### config.mk
export PLATFORM = sky130hd
export DESIGN_NAME = udp_tx_arb
export DESIGN_NICKNAME = d
export VERILOG_FILES = /design/src/rtl/udp_tx_arb.sv
export SDC_FILE = /design/constraint.sdc
export NUM_CORES = 1
export LEC_CHECK = 0
export BUFFER_PORTS_ARGS = -buffer_cell sky130_fd_sc_hd__clkbuf_2
export CAP_MARGIN = 20
export CORE_ASPECT_RATIO = 0.5
export CORE_UTILIZATION = 61
export CTS_BUF_LIST = sky130_fd_sc_hd__clkbuf_4
export CTS_CLUSTER_SIZE = 8
export DETAILED_ROUTE_END_ITERATION = 12
export PLACE_DENSITY_LB_ADDON = 0.15
export SLEW_MARGIN = 0
export SYNTH_ARGS = -nofsm -noshare
export SYNTH_HDL_FRONTEND = slang
export SYNTH_SLANG_ARGS = --single-unit
### constraint.sdc
create_clock -name clk_i -period 3.2 [get_ports clk_i]
set_input_delay 0.32 -clock clk_i [delete_from_list [all_inputs] [get_ports clk_i]]
set_output_delay 0.32 -clock clk_i [all_outputs]
set_load 0.05 [all_outputs]
### src/rtl/udp_tx_arb.sv
`timescale 1ns/1ps
// -----------------------------------------------------------------------------
// udp_tx_arb
//
// Shares the single UDP transmit path of the MAC between two requesters
// (req0 = ADC data stream, req1 = status / command-reply source). A
// round-robin arbiter picks an owner, the owner's length is latched and
// checked, the fs/fd start/done handshake toward the MAC is driven, and
// payload bytes are pulled from the owner's FIFO-style source one byte per
// MAC request. A cycle timeout and an overrun guard protect the transfer.
// All logic lives in the gmii_txc clock domain.
//
// Ports
//   clk_i            gmii_txc-domain clock
//   rst_i            synchronous active-high reset
//   fs_reqN_i        requester N start (level, held until fd_reqN_o seen)
//   fd_reqN_o        requester N done
//   reqN_len_i       requester N payload length in bytes
//   reqN_rxen_o      requester N byte pop
//   reqN_rxd_i       requester N byte, valid the cycle after reqN_rxen_o
//   fs_udp_tx_o      start toward the MAC
//   fd_udp_tx_i      done from the MAC, held until fs_udp_tx_o falls
//   udp_tx_len_o     latched length presented to the MAC
//   udp_tx_req_i     MAC requests one payload byte this cycle
//   udp_txen_o       udp_txd_o valid
//   udp_txd_o        payload byte
//   grant_o          one-hot owner, 00 when idle
//   err_o            one-cycle error pulse
//   err_code_o       0 none, 1 bad length, 2 timeout, 3 overrun
// -----------------------------------------------------------------------------
module udp_tx_arb #(
   parameter logic [11:0] LEN_MAX   = 12'd1472,
   parameter logic [19:0] TO_CYCLES = 20'd1000000
) (
   input  logic        clk_i,
   input  logic        rst_i,
   input  logic        fs_req0_i,
   output logic        fd_req0_o,
   input  logic [11:0] req0_len_i,
   output logic        req0_rxen_o,
   input  logic [7:0]  req0_rxd_i,
   input  logic        fs_req1_i,
   output logic        fd_req1_o,
   input  logic [11:0] req1_len_i,
   output logic        req1_rxen_o,
   input  logic [7:0]  req1_rxd_i,
   output logic        fs_udp_tx_o,
   input  logic        fd_udp_tx_i,
   output logic [11:0] udp_tx_len_o,
   input  logic        udp_tx_req_i,
   output logic        udp_txen_o,
   output logic [7:0]  udp_txd_o,
   output logic [1:0]  grant_o,
   output logic        err_o,
   output logic [1:0]  err_code_o
);

   typedef enum logic [1:0] {
      S_IDLE  = 2'd0,
      S_GRANT = 2'd1,
      S_XFER  = 2'd2,
      S_DONE  = 2'd3
   } state_t;

   localparam logic [1:0] ERR_NONE    = 2'd0;
   localparam logic [1:0] ERR_BADLEN  = 2'd1;
   localparam logic [1:0] ERR_TIMEOUT = 2'd2;
   localparam logic [1:0] ERR_OVERRUN = 2'd3;

   state_t      state_q, state_d;

   logic [1:0]  grant_q, grant_d;
   logic        last_q, last_d;          // 1 = requester 1 was granted last
   logic [11:0] len_q, len_d;
   logic [1:0]  err_code_q, err_code_d;
   logic        err_q, err_d;
   logic        fs_tx_q, fs_tx_d;
   logic [1:0]  fd_req_q, fd_req_d;
   logic        txen_q, txen_d;
   logic [11:0] byte_cnt_q, byte_cnt_d;
   logic [19:0] timer_q, timer_d;
   logic        ovr_q, ovr_d;            // sticky: MAC asked past the end

   logic        any_s;
   logic        pick_s;                  // requester that would win in IDLE
   logic        fs_own_s;
   logic [7:0]  rxd_own_s;
   logic        len_bad_s;
   logic        tmo_s;
   logic        req_ok_s;
   logic        pop_s;
   logic        ovr_hit_s;

   // Arbitration choice, owner muxes and transfer qualifiers.
   always_comb begin
      any_s = fs_req0_i | fs_req1_i;
      // On a tie the requester that did not own the path last time wins.
      if (fs_req0_i && fs_req1_i) begin
         pick_s = ~last_q;
      end else begin
         pick_s = fs_req1_i;
      end
      fs_own_s  = grant_q[1] ? fs_req1_i  : fs_req0_i;
      rxd_own_s = grant_q[1] ? req1_rxd_i : req0_rxd_i;
      len_bad_s = (len_q == 12'd0) || (len_q > LEN_MAX);
      tmo_s     = (timer_q >= (TO_CYCLES - 20'd1));
      // A request in the same cycle as fd is ignored: no pops after done.
      req_ok_s  = (state_q == S_XFER) && udp_tx_req_i && !fd_udp_tx_i;
      pop_s     = req_ok_s && (byte_cnt_q < len_q);
      ovr_hit_s = req_ok_s && !(byte_cnt_q < len_q);
   end

   // FSM state register.
   always_ff @(posedge clk_i) begin
      if (rst_i) begin
         state_q <= S_IDLE;
      end else begin
         state_q <= state_d;
      end
   end

   // FSM next-state logic.
   always_comb begin
      state_d = state_q;
      case (state_q)
         S_IDLE: begin
            if (any_s) begin
               state_d = S_GRANT;
            end else begin
               state_d = S_IDLE;
            end
         end
         S_GRANT: begin
            if (len_bad_s) begin
               state_d = S_DONE;
            end else begin
               state_d = S_XFER;
            end
         end
         S_XFER: begin
            if (fd_udp_tx_i || tmo_s) begin
               state_d = S_DONE;
            end else begin
               state_d = S_XFER;
            end
         end
         S_DONE: begin
            if (!fs_own_s && !fd_udp_tx_i) begin
               state_d = S_IDLE;
            end else begin
               state_d = S_DONE;
            end
         end
         default: begin
            state_d = S_IDLE;
         end
      endcase
   end

   // FSM output / datapath next-state logic.
   always_comb begin
      grant_d    = grant_q;
      last_d     = last_q;
      len_d      = len_q;
      err_code_d = err_code_q;
      err_d      = 1'b0;
      fs_tx_d    = fs_tx_q;
      fd_req_d   = fd_req_q;
      txen_d     = pop_s;
      byte_cnt_d = byte_cnt_q;
      timer_d    = timer_q;
      ovr_d      = ovr_q;
      case (state_q)
         S_IDLE: begin
            if (any_s) begin
               grant_d    = pick_s ? 2'b10 : 2'b01;
               last_d     = pick_s;
               len_d      = pick_s ? req1_len_i : req0_len_i;
               err_code_d = ERR_NONE;
               byte_cnt_d = 12'd0;
               timer_d    = 20'd0;
               ovr_d      = 1'b0;
            end else begin
               grant_d    = grant_q;
            end
         end
         S_GRANT: begin
            // A bad length never reaches the MAC.
            if (len_bad_s) begin
               err_code_d = ERR_BADLEN;
               err_d      = 1'b1;
               fd_req_d   = grant_q;
            end else begin
               fs_tx_d    = 1'b1;
            end
         end
         S_XFER: begin
            timer_d = (timer_q != 20'hFFFFF) ? (timer_q + 20'd1) : timer_q;
            if (pop_s && (byte_cnt_q != 12'hFFF)) begin
               byte_cnt_d = byte_cnt_q + 12'd1;
            end else begin
               byte_cnt_d = byte_cnt_q;
            end
            if (ovr_hit_s) begin
               ovr_d = 1'b1;
            end else begin
               ovr_d = ovr_q;
            end
            // fd has priority over a timeout expiring in the same cycle.
            if (fd_udp_tx_i) begin
               fs_tx_d    = 1'b0;
               err_code_d = ovr_q ? ERR_OVERRUN : ERR_NONE;
               err_d      = ovr_q;
               fd_req_d   = grant_q;
            end else if (tmo_s) begin
               fs_tx_d    = 1'b0;
               err_code_d = ERR_TIMEOUT;
               err_d      = 1'b1;
               fd_req_d   = grant_q;
            end else begin
               fs_tx_d    = 1'b1;
            end
         end
         S_DONE: begin
            if (!fs_own_s && !fd_udp_tx_i) begin
               fd_req_d   = 2'b00;
               grant_d    = 2'b00;
               byte_cnt_d = 12'd0;
               timer_d    = 20'd0;
            end else begin
               fd_req_d   = fd_req_q;
            end
         end
         default: begin
            grant_d = 2'b00;
         end
      endcase
   end

   // Datapath and output registers.
   always_ff @(posedge clk_i) begin
      if (rst_i) begin
         grant_q    <= 2'b00;
         last_q     <= 1'b1;
         len_q      <= 12'd0;
         err_code_q <= ERR_NONE;
         err_q      <= 1'b0;
         fs_tx_q    <= 1'b0;
         fd_req_q   <= 2'b00;
         txen_q     <= 1'b0;
         byte_cnt_q <= 12'd0;
         timer_q    <= 20'd0;
         ovr_q      <= 1'b0;
      end else begin
         grant_q    <= grant_d;
         last_q     <= last_d;
         len_q      <= len_d;
         err_code_q <= err_code_d;
         err_q      <= err_d;
         fs_tx_q    <= fs_tx_d;
         fd_req_q   <= fd_req_d;
         txen_q     <= txen_d;
         byte_cnt_q <= byte_cnt_d;
         timer_q    <= timer_d;
         ovr_q      <= ovr_d;
      end
   end

   // The pop strobe is combinational so the source byte arrives exactly one
   // cycle later, when txen_q forwards it straight to the MAC.
   assign req0_rxen_o  = pop_s & grant_q[0];
   assign req1_rxen_o  = pop_s & grant_q[1];
   assign udp_txen_o   = txen_q;
   assign udp_txd_o    = txen_q ? rxd_own_s : 8'd0;
   assign fd_req0_o    = fd_req_q[0];
   assign fd_req1_o    = fd_req_q[1];
   assign fs_udp_tx_o  = fs_tx_q;
   assign udp_tx_len_o = len_q;
   assign grant_o      = grant_q;
   assign err_o        = err_q;
   assign err_code_o   = err_code_q;

endmodule
==> results of run 1 <==
sequential cells by signal (all words and copies together), names as in the netlist:
signal,cells
byte_cnt_q,12
err_code_o,2
err_o,1
fd_req_q,2
fs_udp_tx_o,1
grant_o,2
last_q,1
ovr_q,1
state_q,2
timer_q,20
udp_tx_len_o,12
udp_txen_o,1
worst max-delay path: stages (launching register included):
cell      delay (ns)
dfxtp_1         0.41
inv_1           0.08
ha_1            0.33
a21oi_1         0.20
o21ai_0         0.15
a21oi_2         0.27
nor2_1          0.09
or3_1           0.44
nor2_1          0.11
clkbuf_4        0.23
repair_timing:
| item | 4_1_cts | 5_1_grt |
|---|---|---|
| resized for setup | 0 | 6 |
| endpoints found under the hold margin | 0 | 0 |
| setup buffers | 0 | 0 |
| setup endpoints to repair | 0 | 2 |
power by group through the flow:
| stage | logic [uW] | clock network, uW | registers [uW] |
|---|---|---|---|
| 2_1_floorplan | 438 | 0 | 1010 |
| 3_3_place_gp | 761 | 0 | 844 |
| 3_5_place_dp | 782 | 0 | 848 |
| 4_1_cts | 789 | 673 | 832 |
| 5_1_grt | 866 | 709 | 842 |
| 6_report | 798 | 665 | 834 |
cell families after synthesis:
kind of cell | share of synthesized area
simple gates | 0.256
compound gates | 0.184
fa+ha+maj | 0.0654
mux | 0.0643
buf+inv | 0.0566
flops | 0.331
xor+xnor | 0.0432
Yosys cell counts (2+ instances only):
| cell type | instances |
|---|---|
| o211ai_1 | 5 |
| nor3_1 | 12 |
| o22ai_1 | 2 |
| a311oi_1 | 2 |
| clkbuf_1 | 6 |
| and2_1 | 2 |
| mux2i_1 | 21 |
| ha_1 | 18 |
| xor2_1 | 8 |
| a211oi_1 | 13 |
| nor2_1 | 52 |
| or3_1 | 10 |
| nand4_1 | 16 |
| or4_1 | 4 |
| nor4_2 | 2 |
| o32ai_1 | 2 |
| buf_2 | 2 |
| nor2b_1 | 12 |
| and3_1 | 2 |
| or2_2 | 2 |
| buf_6 | 3 |
| clkbuf_8 | 2 |
| o21ai_2 | 2 |
| and4_1 | 2 |
| o41ai_1 | 2 |
| nand2_1 | 33 |
| nand3_1 | 13 |
| nor4_1 | 2 |
| o21ai_1 | 2 |
| o21ai_0 | 17 |
| or4b_1 | 2 |
| a21oi_1 | 23 |
| xnor2_1 | 9 |
| dfxtp_1 | 57 |
| inv_1 | 23 |
| o21a_1 | 2 |
through the flow:
step	util	instances	hold slack, ns	total power [uW]
3_3_place_gp	0.743	550	0.457	1610
2_1_floorplan	-	414	0.469	1440
3_5_place_dp	0.743	550	0.467	1630
4_1_cts	0.777	566	0.216	2290
5_1_grt	0.779	566	0.226	2420
6_report	0.779	566	0.218	2300
cells in the final DEF (no fill, tap or decap), drive strengths merged, types with 8 or more instances in the layout:
master / count
inv: 23
nand2: 33
a21oi: 24
ha: 18
xnor2: 9
dfxtp: 57
o21ai: 21
clkbuf: 85
nor3: 13
nand3: 13
mux2i: 21
nor2b: 12
nand4: 16
xor2: 8
nor2: 52
a211oi: 14
or3: 10
worst min path at each step:
stage | endpoint | slack (ns) | cells past startpoint
5_1_grt | udp_tx_len_o[8]$_SDFFE_PP0P_ | 0.23 | 3
3_5_place_dp | fd_req_q[1]$_SDFFE_PP0P_ | 0.47 | 2
3_3_place_gp | fd_req_q[0]$_SDFFE_PP0P_ | 0.46 | 2
4_1_cts | udp_tx_len_o[11]$_SDFFE_PP0P_ | 0.22 | 3
6_report | udp_tx_len_o[11]$_SDFFE_PP0P_ | 0.22 | 3
2_1_floorplan | byte_cnt_q[1]$_SDFFE_PP0P_ | 0.47 | 2
layout make-up:
class / count / area (sq um) / share of cell area
Timing Repair Buffer: 81 / 423 / 0.105
Inverter: 24 / 90.1 / 0.0223
Multi-Input combinational cell: 318 / 2110 / 0.524
Sequential cell: 57 / 1140 / 0.283
Clock inverter: 7 / 109 / 0.0270
Tap cell: 70 / 87.6 / 0.0217
Clock buffer: 9 / 67.6 / 0.0168
per-layer routing:
layer | GRT usage | wire length (um) | up-vias
met4 | 0.140 | 161 | 0
met5 | 0 | 0 | -
met3 | 0.0960 | 783 | 18
met2 | 0.567 | 4170 | 141
met1 | 0.334 | 3580 | 1594
li1 | - | - | 1655
==> metrics.md, run 1 <==
| Metric | Value |
|---|---|
| Worst hold start | req0_len_i[11] |
| Largest net degree at the start of global routing | 27 |
| Avg Cell Area, Syn | 8.32 sq um |
| Clk slew on worst S/H paths | around 0.10 ns |
| Pre-CTS setup slack | 0.520 ns |
| Critical path class | flip-flop to primary output |
| Initial DRC count | roughly 230 |
| Number of distinct library cells after synthesis | 63 |
| Req. time, crit path | 2.88 ns |
| Netlist Area Pre-Place | 3450 sq um |
| GRT Total Usage | 0.305 |
| Dominant cell type by area after synthesis | dfxtp_1 |
| Antenna violations before repair | 0 |
| RSZ-0062 raised after global routing | false |
| Relative slew slack | 0.423 |
| Static leakage | 0.00157 uW |
| Row count | 18 |
| Crit-path max FO | 5 |
| Top cell type's share of synthesized area | 0.331 |
| Chip Width | 108 um |
| Yosys warning total | 0 |
| Vias per std cell | 6.02 |
| Initial Util | 0.665 |
| Peak supply drop | 0.336 mV |
| Asr flop ratio synth | 0 |
| CTS root buf | clkbuf_4 |
| Post-route minimum period | 3.06 ns |
| Logic gate share of total power | 0.347 |
| Sequential share of the synthesized area | 0.331 |
| Arrival time worst endpoint | 2.74 ns |
| Worst r2r dst | timer_q[5]$_SDFFE_PP0P_ |
| Sw Ratio | 0.391 |
| Die ar. | between 5000 and 6000 sq um |
| Dpl hpwl | 6530 um |
| FF-to-FF Start | state_q[1]$_SDFF_PP0_ |
| IO Count | 77 |
| Endpoints failing hold | 0 |
| Worst setup margin | 0.143 ns |
| Crit end category | primary output |
| Flops & latches, synth | between 50 and 60 |
| Worst hold path type | primary input to flip-flop |
| Antenna cell count | 0 |
| Number of port buffers | 76 |
| Fin nets | 555 |
| Setup TNS Final | 0 ns |
| Net switching power | 898 uW |
| First-pass GRT wire length | 13500 um |
| Worst-Skew Late Latency | 0.43 ns |
| Die Height | 55.1 um |
| Routed len/inst | 15.4 um |
| Gp weighted congestion | 0.885 |
| Reg-to-reg slack, setup | approximately 0.67 ns |
| Final Instance Area | between 4000 and 5000 sq um |
| Number of flops mapped to enable cells by yosys | 0 |
| Cts bufs inserted | 9 |
| H-tree levels | 3 |
| Worst-case reg-to-reg path depth | 8 |
| DP Area | 3850 sq um |
| Area contributors post-synth | dfxtp_1 33%, ha_1 6.5%, mux2i_1 6.1% |
| CTS sink cnt | 57 |
| Vias | 3408 |
| Internal Power | 1400 uW |
| Crit path launch | udp_tx_len_o[7]$_SDFFE_PP0P_ |
| Worst Skew | 0.0122 ns |
| Clock power share | 0.290 |
| FMAX | between 0.3 and 0.4 GHz |
| Sequential power share | 0.363 |
| Status | complete, no violations |
| Hold Buf Count CTS | 0 |
| Worst setup endpoint | req0_rxen_o |
| Layout cell share with drive strength beyond 1 | 0.228 |
| CTS max path bufs | 2 |
| GRT overflow | 0 |
| Vias in the first global route | 2998 |
| Mapped Cells | 414 |
| Top_reg_cell synth | dfxtp_1 |
| Crit start category | flip-flop |
| Synthesized net count | 478 |
| ANT nets after route | 0 |
| Fillers | 405 |
| Number of iterations in the first detailed-routing pass | 8 |
| Post-route DRC | 0 |
| CTS tree | done |
| Area grow syn2layout | 17.0% |
| MaxCap Viol Count | 0 |
| Tcrit/Tclk final | 0.955 |
| Core ar. | about 5200 sq um |
| Post-Route WL | around 8700 um |
| Final number of setup-violating endpoints | 0 |
| Pwr/cell area | 570 nW/um^2 |
| Final-report max-slew violation count | 0 |
| Slew @ Worst Pin | 0.859 ns |
No activity file was read; power rests on OpenSTA's default activity.
==> run 2: changes to the inputs <==
--- a/config.mk
+++ b/config.mk
@@ -8,7 +8,7 @@
 export BUFFER_PORTS_ARGS = -buffer_cell sky130_fd_sc_hd__clkbuf_2
 export CAP_MARGIN = 20
 export CORE_ASPECT_RATIO = 0.5
-export CORE_UTILIZATION = 61
+export CORE_UTILIZATION = 35
 export CTS_BUF_LIST = sky130_fd_sc_hd__clkbuf_4
 export CTS_CLUSTER_SIZE = 8
 export DETAILED_ROUTE_END_ITERATION = 12
==> metrics.md, run 2 (same netlist as run 1, synthesis figures left out) <==
| Metric | Value |
|---|---|
| CTS root buf | clkbuf_4 |
| H-tree levels | 3 |
| FMAX | 0.339 GHz |
| Vias in the first global route | 2819 |
| CTS sink cnt | 57 |
| Gp weighted congestion | 0.758 |
| Endpoints failing hold | 0 |
| Area grow syn2layout | 17.3% |
| Crit end category | primary output |
| Pwr/cell area | 507 nW/um^2 |
| Design Power | 2050 uW |
| Final number of setup-violating endpoints | 0 |
| Slew @ Worst Pin | around 0.9 ns |
| Critical path class | flip-flop to primary output |
| Relative slew slack | 0.380 |
| Layout cell share with drive strength beyond 1 | 0.230 |
| Die ar. | 10300 sq um |
| ANT nets after route | 0 |
| Fillers | 1008 |
| Post-route minimum period | slightly below 3 ns |
| WHS | 0.213 ns |
| Status | complete, no violations |
| Crit start category | flip-flop |
| Req. time, crit path | 2.88 ns |
| Peak supply drop | 0.170 mV |
| Final-report max-slew violation count | 0 |
| CTS tree | done |
| Tcrit/Tclk final | 0.923 |
| Arrival time worst endpoint | 2.63 ns |
| Worst Skew | approximately 0.011 ns |
| Fin nets | 557 |
| Core Util, Final | 0.425 |
| Largest net degree at the start of global routing | 26 |
| Largest Register | timer_q |
| Dpl hpwl | roughly 6300 um |
| Clk slew on worst S/H paths | 0.09 ns |
| CTS max path bufs | 2 |
| Non-Filler Instances | 630 |
| Crit-path max FO | 4 |
| RSZ-0062 raised after global routing | false |
| Largest register FFs | 20 |
| Number of iterations in the first detailed-routing pass | 4 |
| Worst hold path type | primary input to flip-flop |
| Antenna cell count | 0 |
| Chip Width | 142 um |
| IO Count | 77 |
| Initial Util | 0.362 |
| Static leakage | 0.00155 uW |
| Setup TNS Final | 0 ns |
| Row count | 25 |
| Die Height | 72.2 um |
| Most frequent cells in the layout | 76 x clkbuf_2, 57 x dfxtp_1, 52 x nor2_1 |
| Placed cell count | 615 |
| GRT overflow | 0 |
| Core ar. | 9510 sq um |
| Post-Route WL | 8290 um |
| Most common cell after layout, fill and taps aside | clkbuf_2 |
| FF-to-FF Start | state_q[0]$_SDFF_PP0_ |
| GRT Total Usage | 0.175 |
| First-pass GRT wire length | 13800 um |
| Worst-Skew Late Latency | 0.43 ns |
| Worst hold start | req0_len_i[10] |
| Post-route DRC | 0 |
| Routed len/inst | 13.2 um |
| Number of port buffers | 76 |
| FF+latch area | 1140 sq um |
| Vias per std cell | around 5.0 |
| Crit path launch | udp_tx_len_o[2]$_SDFFE_PP0P_ |
| Initial DRC count | 105 |
| Vias | 3144 |
| Antenna violations before repair | 0 |
| MaxCap Viol Count | 0 |
| Cts bufs inserted | 9 |
| Multi-input gate area | 2120 sq um |
[run 2: per-layer routing]
layer	vias up	GRT usage	wire length, um
met5	-	0	0
met4	0	0.0466	74
met3	8	0.0660	391
met2	45	0.255	3390
met1	1428	0.240	4430
li1	1663	-	-
[run 2: stage by stage]
step	setup WS [ns]	area, sq um
floorplan	0.0983	3450
global placement	0.487	3930
detailed placement	0.461	3930
CTS	0.0947	4030
global route	0.0439	4040
finish	0.247	4040
[run 2: final timing paths]
check | end | slack [ns] | depth (start not counted)
max | req1_rxen_o | 0.25 | 9
min | udp_tx_len_o[10]$_SDFFE_PP0P_ | 0.21 | 3
max reg2reg | byte_cnt_q[11]$_SDFFE_PP0P_ | 0.60 | 8
min reg2reg | fd_req_q[0]$_SDFFE_PP0P_ | 0.48 | 2
[run 2: power breakdown]
group / switching, uW / internal, uW
registers: 63.7 / 770
logic: 540 / 249
clock network: 266 / 161
[run 2: what timing repair did]
item	4_1_cts	5_1_grt
hold buffers	0	0
pin swaps	0	1
gates resized for setup	1	0
hold endpoints to repair	0	0
endpoints found under the setup margin	2	2
setup buffers	0	2
[run 2: worst max-delay path, cell delays in order, from the launching register on]
cell and delay, ns:
dfxtp_1 0.38, inv_1 0.06, ha_1 0.30, a211oi_1 0.19, o21ai_0 0.14, a21oi_2 0.23, nor2_1 0.07, or3_1 0.45
nor2_1 0.11, clkbuf_2 0.28
[run 2: area by class of cell]
cell class | count | area share
multi-input cells | 318 | 0.524
flip-flops and latches | 57 | 0.282
repair buffers | 83 | 0.107
well taps | 135 | 0.0418
inverters | 24 | 0.0223
clock buffers | 11 | 0.0204
clock inverters | 2 | 0.00217
==> run 3: changes to the inputs <==
--- a/config.mk
+++ b/config.mk
@@ -7,6 +7,8 @@
 export LEC_CHECK = 0
 export BUFFER_PORTS_ARGS = -buffer_cell sky130_fd_sc_hd__clkbuf_2
 export CAP_MARGIN = 20
+export CELL_PAD_IN_SITES_DETAIL_PLACEMENT = 2
+export CELL_PAD_IN_SITES_GLOBAL_PLACEMENT = 2
 export CORE_ASPECT_RATIO = 0.5
 export CORE_UTILIZATION = 35
 export CTS_BUF_LIST = sky130_fd_sc_hd__clkbuf_4
==> metrics.md, run 3 (same netlist as run 1, synthesis figures left out) <==
| Metric | Value |
|---|---|
| Status | complete, no violations |
| Crit end category | primary output |
| IO Count | 77 |
| Hold Buf Count CTS | 0 |
| Final-report max-slew violation count | 0 |
| Die Height | roughly 72 um |
| Area grow syn2layout | 18.1% |
| Largest Register | timer_q |
| Vias per std cell | ~5.3 |
| Peak supply drop | 0.176 mV |
| Endpoints failing hold | 0 |
| MaxCap Viol Count | 0 |
| DP Area | just under 4000 sq um |
| Most frequent cells in the layout | 76 x clkbuf_2, 57 x dfxtp_1, 52 x nor2_1 |
| Layout cell share with drive strength beyond 1 | 0.236 |
| Vias | 3395 |
| Antenna cell count | 0 |
| Core ar. | 9510 sq um |
| RSZ-0062 raised after global routing | false |
| Final Instance Area | 4070 sq um |
| Antenna violations before repair | 0 |
| Number of iterations in the first detailed-routing pass | 4 |
| Worst Skew | 0.0142 ns |
| Routed len/inst | 17.2 um |
| Fin nets | 559 |
| CTS sink cnt | 57 |
| Initial Util | 0.362 |
| Die ar. | 10300 sq um |
| GRT overflow | 0 |
| Worst setup margin | 0.178 ns |
| Cts bufs inserted | 9 |
| H-tree levels | 3 |
| Sequential power share | 0.395 |
| ANT nets after route | 0 |
| Slew @ Worst Pin | 1.02 ns |
| Row count | 25 |
| Clk slew on worst S/H paths | 0.10 ns |
| Tcrit/Tclk final | 0.944 |
| Setup TNS Final | 0 ns |
| Internal Power | 1190 uW |
| Number of port buffers | 76 |
| Gp weighted congestion | 0.769 |
| Most common cell after layout, fill and taps aside | clkbuf_2 |
| Arrival time worst endpoint | roughly 2.7 ns |
| First-pass GRT wire length | ~18000 um |
| Crit start category | flip-flop |
| Post-route DRC | 0 |
| Worst-Skew Late Latency | 0.42 ns |
| CTS tree | done |
| FMAX | 0.331 GHz |
| Vias in the first global route | 3612 |
| Core Util, Final | 0.428 |
| Largest register FFs | 20 |
| Net switching power | around 930 uW |
| Sw Ratio | 0.437 |
| CTS max path bufs | 2 |
| Post-Route WL | 10900 um |
| Pre-CTS setup slack | 0.440 ns |
| Final number of setup-violating endpoints | 0 |
| Logic gate share of total power | 0.394 |
| Critical path class | flip-flop to primary output |
| Relative slew slack | 0.318 |
| Dpl hpwl | 8750 um |
| Crit-path max FO | 7 |
| Worst hold path type | primary input to flip-flop |
| Largest net degree at the start of global routing | 26 |
| CTS root buf | clkbuf_4 |
| Initial DRC count | 92 |
| Req. time, crit path | 2.88 ns |
| GRT Total Usage | 0.229 |
| Chip Width | 142 um |
| Post-route minimum period | 3.02 ns |
| Static leakage | 0.00157 uW |
| Clock power share | 0.211 |
| Pwr/cell area | ~520 nW/um^2 |
## run 3: cell count changes in the layout (fill, tap and decap cells not counted)
cell	delta
clkinv_2	+2
buf_4	+2
clkinv_1	+1
## run 3: timing repair
item,in CTS,in global routing
buffers inserted,0,1
pin swaps,0,1
endpoints found under the hold margin,0,0
resized for setup,1,0
setup endpoints to repair,2,2
## run 3: per-stage QoR
stage          total power (uW)  hold slack [ns]  std cells
5_1_grt                    2250            0.218        635
4_1_cts                    2150            0.203        634
3_5_place_dp               1690            0.473        618
6_report                   2120            0.221        635
2_1_floorplan              1440            0.469        414
3_3_place_gp               1660            0.463        618
## run 3: final timing paths
kind,start,depth (start not counted),end,slack (ns)
setup / recovery,byte_cnt_q[2]$_SDFFE_PP0P_,8,req0_rxen_o,0.18
hold reg to reg,fd_req_q[0]$_SDFFE_PP0P_,2,fd_req_q[0]$_SDFFE_PP0P_,0.48
hold / removal,req0_len_i[11],3,udp_tx_len_o[11]$_SDFFE_PP0P_,0.22
setup reg to reg,state_q[0]$_SDFF_PP0_,9,timer_q[19]$_SDFFE_PP0P_,0.63
## run 3: cell type report
type / instances / area (sq um)
fillers: 1144 / 5440
multi-input cells: 318 / 2120
clock inverters: 5 / 22.5
inverters: 24 / 90.1
repair buffers: 85 / 448
clock buffers: 11 / 82.6
flip-flops and latches: 57 / 1140
well taps: 135 / 169
## run 3: critical path: stages, from the launching register on
cell	delay, ns
dfxtp_1	0.47
ha_1	0.30
a211oi_1	0.23
o21ai_0	0.15
a21oi_2	0.23
nor2_1	0.07
or3_1	0.43
nor2_1	0.11
clkbuf_2	0.28
## run 3: metal layers
metal	global-route usage	routed length [um]	vias up
met1	0.269	4920	1655
met3	0.0554	519	16
met5	0	0	-
met4	0.0597	130	0
li1	-	-	1661
met2	0.420	5380	63
## run 3: power by group through the flow
stage	logic (uW)	registers (uW)	clock network [uW]
finish	835	837	448
global route	911	849	494
CTS	841	838	469
detailed placement	833	855	0
global placement	811	851	0
floorplan	438	1010	0
